`src/rtl/wb_arbiter_2m.sv`:
```
// wb_arbiter_2m: two-master (m0 fetch, m1 data) to one-slave Wishbone classic arbiter.
// Ports: clk, reset (async, active-low); m0_wb_* / m1_wb_* master ports (cyc, stb, adr, dat, sel, we in;
// ack, dat out); s_wb_* slave port (cyc, stb, adr, dat, sel, we out; ack, dat in); grant_o one-hot owner.
// m1 has priority; a saturating streak counter hands the bus to a waiting m0 after MAX_STREAK m1 tenures.
module wb_arbiter_2m #(
  parameter int ADDR_WIDTH = 32,
  parameter int DATA_WIDTH = 32,
  parameter int MAX_STREAK = 4
) (
  input  logic                    clk,
  input  logic                    reset,
  input  logic                    m0_wb_cyc_i,
  input  logic                    m0_wb_stb_i,
  output logic                    m0_wb_ack_o,
  input  logic [ADDR_WIDTH-1:0]   m0_wb_adr_i,
  input  logic [DATA_WIDTH-1:0]   m0_wb_dat_i,
  output logic [DATA_WIDTH-1:0]   m0_wb_dat_o,
  input  logic [DATA_WIDTH/8-1:0] m0_wb_sel_i,
  input  logic                    m0_wb_we_i,
  input  logic                    m1_wb_cyc_i,
  input  logic                    m1_wb_stb_i,
  output logic                    m1_wb_ack_o,
  input  logic [ADDR_WIDTH-1:0]   m1_wb_adr_i,
  input  logic [DATA_WIDTH-1:0]   m1_wb_dat_i,
  output logic [DATA_WIDTH-1:0]   m1_wb_dat_o,
  input  logic [DATA_WIDTH/8-1:0] m1_wb_sel_i,
  input  logic                    m1_wb_we_i,
  output logic                    s_wb_cyc_o,
  output logic                    s_wb_stb_o,
  input  logic                    s_wb_ack_i,
  output logic [ADDR_WIDTH-1:0]   s_wb_adr_o,
  output logic [DATA_WIDTH-1:0]   s_wb_dat_o,
  input  logic [DATA_WIDTH-1:0]   s_wb_dat_i,
  output logic [DATA_WIDTH/8-1:0] s_wb_sel_o,
  output logic                    s_wb_we_o,
  output logic [1:0]              grant_o
);
  localparam int SW = $clog2(MAX_STREAK + 1);
  localparam logic [SW-1:0] MAX_S = SW'(MAX_STREAK);
  typedef enum logic [1:0] {IDLE, OWN0, OWN1} state_t;
  state_t state, state_nx;
  logic [SW-1:0] streak, streak_nx;
  logic decide, pick0, pick1, own0, own1;
  always_ff @(posedge clk or negedge reset)
    if (!reset) begin
      state  <= IDLE;
      streak <= '0;
    end else begin
      state  <= state_nx;
      streak <= streak_nx;
    end
  // A decision is only taken when nobody holds the bus: idle, or the owner's release cycle.
  always_comb begin
    decide    = state == IDLE || (state == OWN0 && !m0_wb_cyc_i) || (state == OWN1 && !m1_wb_cyc_i);
    pick1     = m1_wb_cyc_i && (!m0_wb_cyc_i || streak < MAX_S);
    pick0     = !pick1 && m0_wb_cyc_i;
    state_nx  = !decide ? state : pick1 ? OWN1 : pick0 ? OWN0 : IDLE;
    // Only an m1 grant that made m0 wait counts towards the streak; any other grant clears it.
    streak_nx = !decide ? streak
              : (pick1 && m0_wb_cyc_i) ? (streak == MAX_S ? streak : streak + SW'(1))
              : (pick1 || pick0) ? '0 : streak;
  end
  always_comb begin
    own0        = state == OWN0;
    own1        = state == OWN1;
    grant_o     = {own1, own0};
    s_wb_cyc_o  = (own0 && m0_wb_cyc_i) || (own1 && m1_wb_cyc_i);
    s_wb_stb_o  = (own0 && m0_wb_stb_i) || (own1 && m1_wb_stb_i);
    s_wb_we_o   = (own0 && m0_wb_we_i) || (own1 && m1_wb_we_i);
    s_wb_adr_o  = own0 ? m0_wb_adr_i : own1 ? m1_wb_adr_i : '0;
    s_wb_dat_o  = own0 ? m0_wb_dat_i : own1 ? m1_wb_dat_i : '0;
    s_wb_sel_o  = own0 ? m0_wb_sel_i : own1 ? m1_wb_sel_i : '0;
    m0_wb_ack_o = s_wb_ack_i && own0 && m0_wb_stb_i;
    m1_wb_ack_o = s_wb_ack_i && own1 && m1_wb_stb_i;
    m0_wb_dat_o = s_wb_dat_i;
    m1_wb_dat_o = s_wb_dat_i;
  end
endmodule

```
`config.mk`:
```
export PLATFORM = sky130hd
export DESIGN_NAME = wb_arbiter_2m
export DESIGN_NICKNAME = d
export VERILOG_FILES = /design/src/rtl/wb_arbiter_2m.sv
export SDC_FILE = /design/constraint.sdc
export NUM_CORES = 1
export LEC_CHECK = 0
export CAP_MARGIN = 25
export CORE_AREA = 8 8 116 118
export DETAILED_ROUTE_END_ITERATION = 8
export DIE_AREA = 0 0 124 126
export HOLD_SLACK_MARGIN = 0.02
export PLACE_DENSITY = 0.64
export SYNTH_ARGS = -nofsm -noshare
export SYNTH_HDL_FRONTEND = slang
export SYNTH_SLANG_ARGS = --single-unit
```
`constraint.sdc`:
```
create_clock -name clk -period 1.7 [get_ports clk]
set_input_delay 0.255 -clock clk [delete_from_list [all_inputs] [get_ports clk]]
set_output_delay 0.255 -clock clk [all_outputs]
set_load 0.05 [all_outputs]
```
==> results by group <==
Run status
  • Outcome: finished with violations
  • Failing checks: negative setup slack

Power
  • Peak VDD IR: 1.20 mV
  • Pleak: approximately 1.9 nW
  • Total power: 8.76 mW
  • Cell Pwr Density: roughly 1900 mW/mm^2

Placed design
  • Port bufs: between 200 and 250
  • Post-Place Worst Slack: between 0.06 and 0.07 ns
  • GPL Wtd Cong: between 0.7 and 0.8
  • Placed inst area: between 0.004 and 0.005 mm^2
  • DP Wirelength: approximately 8000 um

Detailed routing
  • Via count: between 2000 and 2500
  • First drt pass iteration count: 4
  • Drt drc: 0
  • DR WL/cell: between 20 and 25 um
  • Routed Antenna Nets: 0
  • Vias/cell: ~4.3
  • Iteration-0 DRC Markers: 95
  • Post-Route WL: 10700 um

Clock network
  • Root buffer cell: clkbuf_16
  • TritonCTS clock tree: built
  • CTS Buf Count: 3
  • Clk pin slew, worst setup/hold paths: 0.03 ns
  • Sink Count: 5
  • CTS Hold Bufs: 0
  • Clk Latency, worst-skew pair: between 0.2 and 0.25 ns
  • Clk buf depth: 2
  • H-tree level count: 1

Floorplan
  • Die height: between 100 and 150 um
  • Die area: ~0.016 mm^2
  • Initial core utilization: about an eighth
  • Die W: between 100 and 150 um
  • Ports: roughly 320
  • Core ar.: between 0.01 and 0.015 mm^2
  • FP Rows: 40

Synthesis
  • Syn Inst Count: approximately 190
  • Post-synth EDFFs: 0
  • Syn avg cell area: just over 8 um^2
  • Synth top area share: between 40 and 50%
  • Leading area contributor after synthesis: a22o_1
  • Yosys reg bits: 5
  • Most frequent cell after synthesis: buf_4
  • Most common flop cell mapped by yosys: dfrtp_1
  • Yosys Warn Count: 0
  • Synth top cells by count: buf_4 (74), a22o_1 (70), buf_2 (8)
  • Synthesized Nets: roughly 370
  • Top cells by area, synth: a22o_1 (41%), buf_4 (37%), dfrtp_1 (8.3%)
  • Mapped Area: between 0.0015 and 0.002 mm^2
  • Sequential fraction of the synthesis area: slightly above 8%
  • Post-synthesis async set-or-reset flop share: between 90% and 100%
  • Distinct cells, synth: 15

Global routing
  • First-pass GRT wire length: approximately 14000 um
  • Total grt overflow: 0
  • Number of global-route vias before repair: 2271
  • Initial antenna violation count: 0
  • Largest net degree at the start of global routing: 30
  • Total GRT Usage: a little under an eighth

Critical path
  • Crit path kind: reg2out
  • CP Launch Type: register
  • Req. time, crit path: roughly 1.4 ns
  • Crit path arrival time: 1.51 ns
  • CP Max Fanout: 24
  • CP Capture Type: output pin
  • R2R setup slack: 0.56 ns

STA
  • Final Hold Viols: 0
  • Tmin final: 1.77 ns
  • Setup-failing EPs final: 43
  • Fmax: approximately 0.56 GHz
  • Final-report max-slew violation count: 0
  • WHS: between 0.2 and 0.3 ns
  • RSZ-0062 raised after global routing: yes
  • Final Cycle Share: 104%
  • Worst slew pin tran: roughly 0.42 ns
  • Setup ws final: -0.0700 ns
  • Slew margin rel.: between 70% and 80%
  • Setup Skew: about 0.00037 ns

Worst hold path
  • HP Class: in2async

Final layout
  • Final instance area: about 0.0046 mm^2
  • Area growth syn-to-layout: 205%
  • Final #Nets: 520
  • Fill cell count: between 1000 and 1500
  • Share of cells above drive strength 1: between 30% and 40%
  • ANT cells: 0

Job
  • Max-cap viol count: 0
## registers in the layout, summed over array words and instances, names as in the netlist
register	cells
state	2
streak	3
## layer usage
metal  GRT usage [%]  vias up  part of all wire [%]
met5               0        -                     0
met1            11.9      984                    36
met2            20.8      154                    51
met3            3.71       21                    11
li1                -      943                     -
met4            2.87        0                   1.5
## through the flow
stage | utilization, % | setup TNS (ns) | std cells
finish | 39.3 | -1.24 | 487
global placement | 35.2 | 0 | 474
detailed placement | 35.2 | 0 | 474
CTS | 37.2 | -2.60 | 484
global route | 39.3 | -4.61 | 487
floorplan | - | 0 | 186
## repair_timing
action | in CTS | in global routing
setup endpoints to repair | 73 | 72
gates resized for setup | 9 | 31
gates cloned | 2 | 3
hold endpoints to repair | 0 | 0
pin swaps | 5 | 5
setup buffers | 4 | 2
## layout by cell type (no fill, tap or decap)
| cell type | n |
|---|---|
| buf_12 | 80 |
| buf_4 | 3 |
| and3_4 | 2 |
| dfrtp_1 | 3 |
| o21ai_1 | 1 |
| a21bo_2 | 1 |
| buf_6 | 5 |
| clkdlybuf4s50_1 | 144 |
| o211ai_1 | 1 |
| mux2i_1 | 3 |
| dfrtp_2 | 2 |
| clkbuf_16 | 5 |
| clkbuf_1 | 1 |
| inv_1 | 3 |
| nand4_1 | 3 |
| nor2b_4 | 2 |
| ha_1 | 2 |
| a22o_4 | 27 |
| nand2_1 | 5 |
| o21ai_0 | 4 |
| a22o_1 | 43 |
## worst max-delay path, stage by stage (launching register included)
cell and delay, ns:
dfrtp_2 0.39, nor2b_4 0.26, buf_12 0.22, a22o_1 0.25, buf_12 0.16
## logic make-up after synthesis
kind of cell	count (synthesis)	synth area share, %
multiplexers	3	1.99
AO/OA/AOI/OAI	77	43.3
flip-flops	5	8.27
buffers and inverters	87	40.6
AND/OR/NAND/NOR	12	4.14
adder cells (fa/ha/maj)	2	1.65
## where the power goes
| group | switching, mW | total (mW) | internal [mW] |
|---|---|---|---|
| Sequential | 0.0349 | 0.193 | 0.159 |
| Clock | 0.0731 | 0.384 | 0.310 |
| Combinational | 4.18 | 8.18 | 4.01 |
| Total | 4.28 | 8.76 | 4.48 |
## path summary, 6_finish.rpt
kind / to / startpoint / cells past startpoint
min in group clk: m0_wb_dat_o[10] / s_wb_dat_i[10] / 0
max in group asynchronous: state[0]$_DFFE_PN0P_ / reset / 1
max reg2reg: streak[1]$_DFFE_PN0P_ / state[0]$_DFFE_PN0P_ / 4
min reg2reg: state[1]$_DFFE_PN0P_ / streak[2]$_DFFE_PN0P_ / 3
min: streak[0]$_DFFE_PN0P_ / reset / 1
max: s_wb_adr_o[3] / state[1]$_DFFE_PN0P_ / 4
## final cells by class
cell class / instances / area (um^2) / area share [%]
timing repair buffer: 234 / 3170 / 68.8
multi-input combinational: 94 / 1030 / 22.5
tap: 147 / 184 / 3.99
sequential: 5 / 128 / 2.77
clock buffer: 4 / 78.8 / 1.71
inverter: 3 / 11.3 / 0.244
No activity file was read; power rests on OpenSTA's default activity.
